<file path="src/rtl/alu_seq_psr.sv">
// alu_seq_psr: clocked ALU with a valid/ready request/response handshake and
// its own 5-bit processor status register {C,L,F,Z,N}.
//
// Ports:
//   clk, reset_n        rising-edge clock, synchronous active-low reset
//   in_valid/in_ready   request handshake; in_ready is high only in IDLE
//   op, use_imm, a, b, imm   request payload (op codes listed below)
//   out_valid/out_ready response handshake; result is held until consumed
//   result              registered result
//   psr                 status flags, bits 4..0 = C,L,F,Z,N
//   psr_wr, psr_wdata   direct PSR load; takes priority over any commit
//   busy                an iterative op (shift, multiply) is running
//
// Op codes: 0 AND, 1 OR, 2 XOR, 3 MOV, 4 ADD, 5 ADDU, 6 ADDC, 7 SUB, 8 SUBC,
// 9 CMP, 10 LSH, 11 ASH, 12 LUI, 13 MUL, 14/15 illegal (result 0).
module alu_seq_psr #(
  parameter int WIDTH   = 16,
  parameter int IMM_W   = 8,
  parameter int SHAMT_W = $clog2(WIDTH) + 1
) (
  input  logic             clk,
  input  logic             reset_n,
  input  logic             in_valid,
  output logic             in_ready,
  input  logic [3:0]       op,
  input  logic             use_imm,
  input  logic [WIDTH-1:0] a,
  input  logic [WIDTH-1:0] b,
  input  logic [IMM_W-1:0] imm,
  output logic             out_valid,
  input  logic             out_ready,
  output logic [WIDTH-1:0] result,
  output logic [4:0]       psr,
  input  logic             psr_wr,
  input  logic [4:0]       psr_wdata,
  output logic             busy
);

  // Counter must hold both a shift magnitude and the WIDTH multiply steps.
  localparam int CNT_W = (SHAMT_W > $clog2(WIDTH + 1)) ? SHAMT_W : $clog2(WIDTH + 1);
  localparam int MSB   = WIDTH - 1;

  localparam int PSR_C = 4;
  localparam int PSR_L = 3;
  localparam int PSR_F = 2;
  localparam int PSR_Z = 1;
  localparam int PSR_N = 0;

  typedef enum logic [1:0] {S_IDLE, S_EXEC, S_DONE} state_t;

  typedef enum logic [3:0] {
    OP_AND  = 4'd0,  OP_OR   = 4'd1,  OP_XOR  = 4'd2,  OP_MOV  = 4'd3,
    OP_ADD  = 4'd4,  OP_ADDU = 4'd5,  OP_ADDC = 4'd6,  OP_SUB  = 4'd7,
    OP_SUBC = 4'd8,  OP_CMP  = 4'd9,  OP_LSH  = 4'd10, OP_ASH  = 4'd11,
    OP_LUI  = 4'd12, OP_MUL  = 4'd13, OP_I14  = 4'd14, OP_I15  = 4'd15
  } op_t;

  state_t             state_q, state_d;
  op_t                op_q, op_d;
  logic [WIDTH-1:0]   result_q, result_d;
  logic [WIDTH-1:0]   mcand_q, mcand_d;
  logic [2*WIDTH-1:0] acc_q, acc_d;
  logic [CNT_W-1:0]   cnt_q, cnt_d;
  logic               left_q, left_d;
  logic [4:0]         psr_q, psr_d;

  op_t                op_in;
  logic               accept;
  logic               imm_signed;
  logic [WIDTH-1:0]   imm_sx, imm_zx, b_sel;
  logic [SHAMT_W-1:0] amt_raw, amt_mag;
  logic               add_cin, sub_bin;
  logic [WIDTH:0]     add_full, sub_full;
  logic               add_ovf, sub_ovf, lt_u, lt_s, eq;
  logic [WIDTH-1:0]   alu_res;
  logic [4:0]         alu_psr;
  logic [WIDTH:0]     mul_sum;
  logic               shr_fill;
  logic [2*WIDTH-1:0] acc_step;

  assign op_in     = op_t'(op);
  assign in_ready  = reset_n & (state_q == S_IDLE);
  assign accept    = in_valid & in_ready;
  assign out_valid = (state_q == S_DONE);
  assign busy      = (state_q == S_EXEC);
  assign result    = result_q;
  assign psr       = psr_q;

  // Immediate extension depends on the op; shifts are sign-extended so a
  // narrow immediate still reads as a signed amount in its low bits.
  always_comb begin
    imm_signed = 1'b0;
    case (op_in)
      OP_ADD, OP_ADDU, OP_ADDC, OP_SUB, OP_SUBC, OP_CMP, OP_MUL,
      OP_LSH, OP_ASH: imm_signed = 1'b1;
      default:        imm_signed = 1'b0;
    endcase
  end

  assign imm_sx = WIDTH'($signed(imm));
  assign imm_zx = WIDTH'(imm);
  assign b_sel  = use_imm ? (imm_signed ? imm_sx : imm_zx) : b;

  // Signed shift amount: negative means shift right.
  assign amt_raw = b_sel[SHAMT_W-1:0];
  assign amt_mag = amt_raw[SHAMT_W-1] ? ((~amt_raw) + SHAMT_W'(1)) : amt_raw;

  assign add_cin  = (op_in == OP_ADDC) & psr_q[PSR_C];
  assign sub_bin  = (op_in == OP_SUBC) & psr_q[PSR_C];
  assign add_full = {1'b0, a} + {1'b0, b_sel} + {{WIDTH{1'b0}}, add_cin};
  assign sub_full = {1'b0, a} - {1'b0, b_sel} - {{WIDTH{1'b0}}, sub_bin};
  assign add_ovf  = (a[MSB] == b_sel[MSB]) && (add_full[MSB] != a[MSB]);
  assign sub_ovf  = (a[MSB] != b_sel[MSB]) && (sub_full[MSB] != a[MSB]);
  assign lt_u     = a < b_sel;
  assign lt_s     = $signed(a) < $signed(b_sel);
  assign eq       = (a == b_sel);

  // Single-cycle result and the PSR it would commit.
  always_comb begin
    alu_res = '0;
    alu_psr = psr_q;
    case (op_in)
      OP_AND:  alu_res = a & b_sel;
      OP_OR:   alu_res = a | b_sel;
      OP_XOR:  alu_res = a ^ b_sel;
      OP_MOV:  alu_res = b_sel;
      OP_ADD, OP_ADDC: begin
        alu_res        = add_full[WIDTH-1:0];
        alu_psr[PSR_C] = add_full[WIDTH];
        alu_psr[PSR_F] = add_ovf;
      end
      OP_ADDU: alu_res = add_full[WIDTH-1:0];
      OP_SUB, OP_SUBC: begin
        alu_res        = sub_full[WIDTH-1:0];
        alu_psr[PSR_C] = sub_full[WIDTH];
        alu_psr[PSR_L] = lt_u;
        alu_psr[PSR_F] = sub_ovf;
        alu_psr[PSR_Z] = (sub_full[WIDTH-1:0] == '0);
        alu_psr[PSR_N] = lt_s;
      end
      OP_CMP: begin
        alu_psr[PSR_L] = lt_u;
        alu_psr[PSR_Z] = eq;
        alu_psr[PSR_N] = lt_s;
      end
      OP_LSH, OP_ASH: alu_res = a;  // zero-amount shift
      OP_LUI:  alu_res = WIDTH'(b_sel[IMM_W-1:0]) << (WIDTH - IMM_W);
      default: alu_res = '0;
    endcase
  end

  // One iteration step. MUL keeps the product in acc: the high half
  // accumulates the multiplicand, the low half holds the remaining
  // multiplier bits and shifts right each step. Shifts use the low half only.
  always_comb begin
    mul_sum  = {1'b0, acc_q[2*WIDTH-1:WIDTH]} + (acc_q[0] ? {1'b0, mcand_q} : '0);
    shr_fill = (op_q == OP_ASH) & acc_q[MSB];
    if (op_q == OP_MUL)
      acc_step = {mul_sum, acc_q[WIDTH-1:1]};
    else if (left_q)
      acc_step = {acc_q[2*WIDTH-1:WIDTH], acc_q[WIDTH-2:0], 1'b0};
    else
      acc_step = {acc_q[2*WIDTH-1:WIDTH], shr_fill, acc_q[WIDTH-1:1]};
  end

  always_comb begin
    state_d  = state_q;
    op_d     = op_q;
    result_d = result_q;
    mcand_d  = mcand_q;
    acc_d    = acc_q;
    cnt_d    = cnt_q;
    left_d   = left_q;
    psr_d    = psr_q;

    case (state_q)
      S_IDLE: begin
        if (accept) begin
          op_d = op_in;
          case (op_in)
            OP_LSH, OP_ASH: begin
              if (amt_mag == '0) begin
                state_d  = S_DONE;
                result_d = a;
              end else begin
                state_d = S_EXEC;
                acc_d   = {{WIDTH{1'b0}}, a};
                cnt_d   = CNT_W'(amt_mag);
                left_d  = ~amt_raw[SHAMT_W-1];
              end
            end
            OP_MUL: begin
              state_d = S_EXEC;
              acc_d   = {{WIDTH{1'b0}}, b_sel};
              mcand_d = a;
              cnt_d   = CNT_W'(WIDTH);
            end
            default: begin
              state_d  = S_DONE;
              result_d = alu_res;
              psr_d    = alu_psr;
            end
          endcase
        end
      end
      S_EXEC: begin
        acc_d = acc_step;
        cnt_d = cnt_q - CNT_W'(1);
        if (cnt_q == CNT_W'(1)) begin
          state_d  = S_DONE;
          result_d = acc_step[WIDTH-1:0];
          if (op_q == OP_MUL)
            psr_d[PSR_C] = |acc_step[2*WIDTH-1:WIDTH];
        end
      end
      S_DONE: begin
        if (out_ready)
          state_d = S_IDLE;
      end
      default: state_d = S_IDLE;
    endcase

    // Context restore overrides any same-cycle commit.
    if (psr_wr)
      psr_d = psr_wdata;
  end

  always_ff @(posedge clk) begin
    if (!reset_n) begin
      state_q  <= S_IDLE;
      op_q     <= OP_AND;
      result_q <= '0;
      mcand_q  <= '0;
      acc_q    <= '0;
      cnt_q    <= '0;
      left_q   <= 1'b0;
      psr_q    <= '0;
    end else begin
      state_q  <= state_d;
      op_q     <= op_d;
      result_q <= result_d;
      mcand_q  <= mcand_d;
      acc_q    <= acc_d;
      cnt_q    <= cnt_d;
      left_q   <= left_d;
      psr_q    <= psr_d;
    end
  end

endmodule

</file>
<file path="config.mk">
export PLATFORM = sky130hd
export DESIGN_NAME = alu_seq_psr
export DESIGN_NICKNAME = d
export VERILOG_FILES = /design/src/rtl/alu_seq_psr.sv
export SDC_FILE = /design/constraint.sdc
export NUM_CORES = 1
export LEC_CHECK = 0
export CAP_MARGIN = 25
export CORE_AREA = 2 2 143 145
export DETAILED_ROUTE_END_ITERATION = 8
export DIE_AREA = 0 0 145 147
export SYNTH_ARGS = -nofsm -noshare
export SYNTH_HDL_FRONTEND = slang
export SYNTH_SLANG_ARGS = --single-unit
export TNS_END_PERCENT = 10
</file>
<file path="constraint.sdc">
create_clock -name clk -period 4.55 [get_ports clk]
set_input_delay 0.6825 -clock clk [delete_from_list [all_inputs] [get_ports clk]]
set_output_delay 0.6825 -clock clk [all_outputs]
set_load 0.02 [all_outputs]
</file>
Yosys cells after proc, flatten, opt, wreduce, memory -nomap -nowiden
Memory sizes are Yosys's and may differ from the RTL's.
Cells that the tools add are included.

storage, ports and cells
  flip-flop bits (word level) = 81
  bits in latches = 0
  RAM bits = 0
  memory bits (read-only) = 16
  input bits = 55
  output and inout port bits = 24
  word-level logic and storage cells = 135
  memories kept = 1

memory list
  name              depth  width  read ports  clocked after memory_dff  write ports  RTL line  source
  (name not given)  16     1      1           0                         0            93        case (op_in)

cells by class
  add/subtract/negate cells = 7
  multipliers = 0
  div/mod/pow operators = 0
  $lt $le $gt $ge = 2
  equality and inequality tests = 36
  shifts and indexed selects = 0
  mux-type cells = 37
  bitwise operators = 11
  reductions and logical operators = 30

operators by type and width
  cell                                                              number
  32-bit one-hot mux with 2 select lines                            2
  16-bit 2-to-1 mux                                                 7
  16-bit one-hot mux with 7 select lines                            1
  32-bit 2-to-1 mux                                                 3
  16-bit one-hot mux with 2 select lines                            2
  16-bit by 16-bit adder with 17-bit output                         2
  4-bit == test (second input constant)                             8
  16-bit less-than comparator                                       2
  5-bit 2-to-1 mux                                                  6
  5-bit one-hot mux with 2 select lines                             2
  4-bit AND reduction                                               5
  17-bit by 1-bit adder with 17-bit output                          1
  16-bit by 16-bit subtractor with 17-bit output                    1
  17-bit by 1-bit subtractor with 17-bit output                     1
  16-bit bitwise AND                                                1
  16-bit == test                                                    1
  4-bit by 3-bit == test with 1-bit output (second input constant)  4
  16-bit logical NOT                                                1
  16-bit bitwise OR                                                 1
  16-bit OR reduction                                               1
  16-bit bitwise XOR                                                1
  3-bit inequality test (second input constant)                     4
  3-bit nonzero test                                                3
  3-bit OR reduction                                                3
  other kinds (33)                                                  60

Depth between registers and ports, before layout
An unclocked memory read counts as a cell.

  depth after elaboration = 12
  gate-level depth with buffers = 16
  gate-level depth less buffers = 15

Worst setup path after synthesis
OpenSTA, ideal clock, no wires.

  path type = input to register
  start point = input port op[3]
  end point = register psr_q[4] (netlist: psr[4])
  setup time = 0.081 ns
  arrival = 4.006 ns
  required time = 4.469 ns
  setup slack = 0.463 ns
  cell stages on the path = 14
  buffers on the path = 1
  cell sequence = clkbuf_1 > nor2b_1 > nor2b_1 > nand3b_1 > fa_1 > fa_1 > o21a_1 > o221a_2 > a211oi_2 > nor4b_2 > o211a_1 > o31a_1 > a211o_1 > a41oi_1

on the way
  longest elaborated chain between the ends = 10
  elaborated cells on any way between the ends = 27
  those cells by class = 4 x add/sub; 9 x eq/ne; 7 x mux; 2 x bitwise; 4 x reduce/logical; 1 x memory

RTL lines
  element                                                                                                             RTL line  source
  start, declared                                                                                                     25        input logic [3:0] op,
  memory read 16 x 1 bit                                                                                              --
  16-bit 2-to-1 mux (2 in a row)                                                                                      102       assign b_sel = use_imm ? (imm_signed ? imm_sx : imm_zx) : b;
  16-bit by 16-bit subtractor with 17-bit output / 16-bit by 16-bit adder with 17-bit output (equally long branches)  111, 110
  17-bit by 1-bit subtractor with 17-bit output / 17-bit by 1-bit adder with 17-bit output (equally long branches)    111, 110
  1-bit one-hot mux with 2 select lines                                                                               122       case (op_in)
  5-bit 2-to-1 mux                                                                                                    180       case (op_in)
  5-bit 2-to-1 mux                                                                                                    178       if (accept) begin
  1-bit one-hot mux with 2 select lines                                                                               176       case (state_q)
  5-bit 2-to-1 mux                                                                                                    224       if (psr_wr)
  end signal, assigned                                                                                                246       psr_q <= psr_d;
  end, declared                                                                                                       65        logic [4:0] psr_q, psr_d;

Several ways; a longest one is shown, not always the timed one. The select of a mux whose other input is x is not followed.
A chain may end at the register's enable or synchronous reset.

Worst setup path in the final report
Ends and elaborated chain as after synthesis.

==> results.sh <==
export IMPL_grt_overflow=0
export IMPL_cpPeakStageDelay_ns=0.48
export IMPL_fp_dieArea_um2=21300
export IMPL_setup_worst_path_start_class="input port"
export IMPL_finalCriticalPeriod_ns=4.39
export IMPL_portBuffers=78
export IMPL_clockPowerShare_pct=29.2
export IMPL_total_power_mw=2.58
export IMPL_max_freq_mhz=228
export IMPL_drt_iter0_drc=909
export IMPL_crit_slowest_cell="clkdlybuf4s50_1"
export IMPL_grt_pass1_vias=8762
export IMPL_ant_nets=0
export IMPL_yosys_warnings=0
export IMPL_cts_buffer_depth=2
export IMPL_diodes=0
export IMPL_rsz0062_at_grt="no"
export IMPL_dpl_hpwl_mm=26.4
export IMPL_synth_common_cells="nand2_1 (148), a21oi_1 (115), ha_1 (102), dfxtp_1 (81), nor2_1 (74)"
export IMPL_relSlewSlack_pct=46.7
export IMPL_p_per_area_nw_per_um2=244
export IMPL_io_pins=79
export IMPL_synthCells=1185
export IMPL_crit_type="input port to flop"
export IMPL_cp_data_required_time_ns=4.82
export IMPL_worst_pin_slew_ns=0.798
export IMPL_status="completed"
export IMPL_final_nets=1460
export IMPL_multi_input_area_um2=6560
export IMPL_arrival_ns=4.66
export IMPL_drc=0
export IMPL_firstDrtPassIters=6
export IMPL_synth_edf_count=0
export IMPL_power_switching_uw=977
export IMPL_p_leak_nw=4.29
export IMPL_r2r_start="acc_q[0]"
export IMPL_combinationalPowerShare_pct=41.1
export IMPL_cts_tree="yes"
export IMPL_cp_cell_sequence="clkdlybuf4s50_1 > nor2b_2 > nor2b_1 > nand3b_1 > fa_2 > fa_1 > o21a_1 > o221a_2 > a211oi_4 > nor4b_4 > o211a_1 > o31a_1 > a211o_1 > a41oi_1"
export IMPL_vias=9590
export IMPL_antenna_found_initial=0
export IMPL_clk_latency_ns=0.36
export IMPL_gp_congestion=1.03
export IMPL_ys_ff_latch=81
export IMPL_fillers=1937
export IMPL_rrSetupSlack_ns=0.85
export IMPL_synth_cell_types=81
export IMPL_setup_violations=0
export IMPL_drive_above_1_share_pct=11.4
export IMPL_r2r_end="psr[4]"
export IMPL_die_y_um=147
export IMPL_vdd_drop_max_mv=0.156
export IMPL_fin_util_pct=53.3
export IMPL_clk_pin_slew_ns=0.06
export IMPL_seqPwrFrac_pct=29.7
export IMPL_fp_dieW_um=145
export IMPL_hold_violations=0
export IMPL_hp_class="flop to flop"
export IMPL_finalClockSkew_ns=0.00591
export IMPL_wl_per_cell_um=21.6
export IMPL_syn_to_final_growth_pct=21.5
export IMPL_core_area_um2=19800
export IMPL_synth_area_leaders="dfxtp_1 (19%), ha_1 (15%), a21oi_1 (6.6%), nand2_1 (6.4%), o21ai_0 (3.6%)"
export IMPL_end_kind="flop"
export IMPL_grt_pass1_wl_mm=52.0
export IMPL_synth_area_leader_cell="dfxtp_1"
export IMPL_place_area_um2=10300
export IMPL_internal_power_mw=1.60
export IMPL_syn_area_um2=8700
export IMPL_synth_most_common_cell="nand2_1"
export IMPL_whs_ns=0.449
export IMPL_maxCapViolCount=0
export IMPL_holdPathEnd="mcand_q[6]"
export IMPL_sw_frac_of_total_pct=37.9
export IMPL_synthFlopType="dfxtp_1"
export IMPL_seq_area_frac_synth_pct=18.6
export IMPL_root_buffer="clkbuf_16"
export IMPL_synth_top_area_share_pct=18.6
export IMPL_whs_path_depth=2
export IMPL_cp_max_fo=4
export IMPL_seq_area_um2=1620
export IMPL_hp_start="mcand_q[6]"
export IMPL_slew_violations=0
export IMPL_cts_hold_buf=0
export IMPL_clock_sinks=81
export IMPL_totalWireLength_mm=33.9
export IMPL_reg2regPathDepth=11
export IMPL_finalCritPeriodShare_pct=96.6
export IMPL_avgSynthCellArea_um2=7.34
export IMPL_fin_area_um2=10600
export IMPL_async_reset_ff_share_pct=0
export IMPL_h_tree_depth=3
export IMPL_grt_start_max_net_pins=53
export IMPL_row_count=52
export IMPL_start_util_pct=43.8
export IMPL_viasPerCell=6.10
export IMPL_synth_nets=1347
export IMPL_numCtsBuffers=9
export IMPL_grt_usage_pct=31.2
stage by stage:
stage	setup TNS, ns	std cells	setup slack [ns]
final	0	1572	0.157
after global routing	0	1572	0.00306
after CTS	0	1572	0.0937
after detailed placement	-0.826	1557	-0.234
after global placement	-0.486	1557	-0.151
after floorplan	0	1185	0.463
per-layer routing:
metal  wire, um  part of all wire (%)  global-route usage (%)  vias up
met1      14300                    42                    41.9     4475
met4       1380                   4.1                    12.6        0
met2      15600                    46                    51.1      444
li1           -                     -                       -     4574
met5          0                     0                       0        -
met3       2630                   7.8                    3.73       97
worst max path at each step:
stage,depth (start not counted),end,slack [ns],from
floorplan,14,psr[4],0.46,op[3]
global placement,14,psr[4],-0.15,op[3]
detailed placement,14,psr[4],-0.23,op[3]
CTS,14,psr[4],0.09,op[3]
global route,15,psr[2],0.003,op[3]
finish,14,psr[4],0.16,op[3]
cells by family after synthesis:
logic type	count (synthesis)	share of synthesized area, %
multiplexers	20	2.47
AO/OA/AOI/OAI	379	29.6
XOR/XNOR	26	2.70
AND/OR/NAND/NOR	432	24.5
buffers and inverters	140	6.36
adder cells (fa/ha/maj)	107	15.8
flip-flops	81	18.6
final cells by class:
| cell class | count | area share, % |
|---|---|---|
| clock buffers | 10 | 2.17 |
| clock inverters | 5 | 0.533 |
| inverters | 69 | 2.45 |
| multi-input cells | 964 | 62.1 |
| flip-flops and latches | 81 | 15.3 |
| well taps | 270 | 3.20 |
| repair buffers | 173 | 14.3 |
worst max-delay path: cells and delay by family:
| family | cells | cell delay (ns) |
|---|---|---|
| AOI/OAI and AO/OA | 7 | 1.81 |
| adders and majority gates | 2 | 0.89 |
| buffers and inverters | 1 | 0.48 |
| and+or+nand+nor | 4 | 0.81 |
state kept, by name (all words and copies together) (netlist names):
register	flops
psr	5
left_q	1
state_q	2
acc_q	32
result	16
op_q	4
cnt_q	5
mcand_q	16
cells in the final DEF, fill, tap and decap left out, types with 8 or more instances in the layout:
cell             netlist  layout
clkbuf_16              0       9
a21oi_1              115     115
o21a_1                18      18
ha_1                 102     102
inv_1                 66      66
dfxtp_1               81      81
nand2_1              148     148
and2_1                26      26
nor2_1                74      74
xnor2_1               18      18
or3_1                 11      11
nor4_1                13      12
o22ai_1               10      10
nand3_1               57      57
buf_4                  2      94
nor2b_1                9       8
mux2i_1               16      16
clkdlybuf4s50_1        0      78
a211oi_1              27      27
o221ai_1              10      10
nor3_1                26      26
a221oi_1              12      12
o211ai_1              16      16
a31oi_1               15      15
nand2b_1              12      11
o21ai_0               62      62
nand4_1                8       8
power groups by stage:
stage                     sequential [mW]  combinational, mW  clock [mW]
final                               0.764               1.06       0.753
after global placement              0.779               1.02           0
after floorplan                     0.784              0.606           0
after CTS                           0.763               1.03       0.756
after global routing                0.767               1.14       0.780
after detailed placement            0.779               1.02           0
repair_timing:
action,CTS,global route
setup buffers,0,0
endpoints found under the setup margin,0,6
resized for setup,0,5
Power figures use the tool's default switching activity.
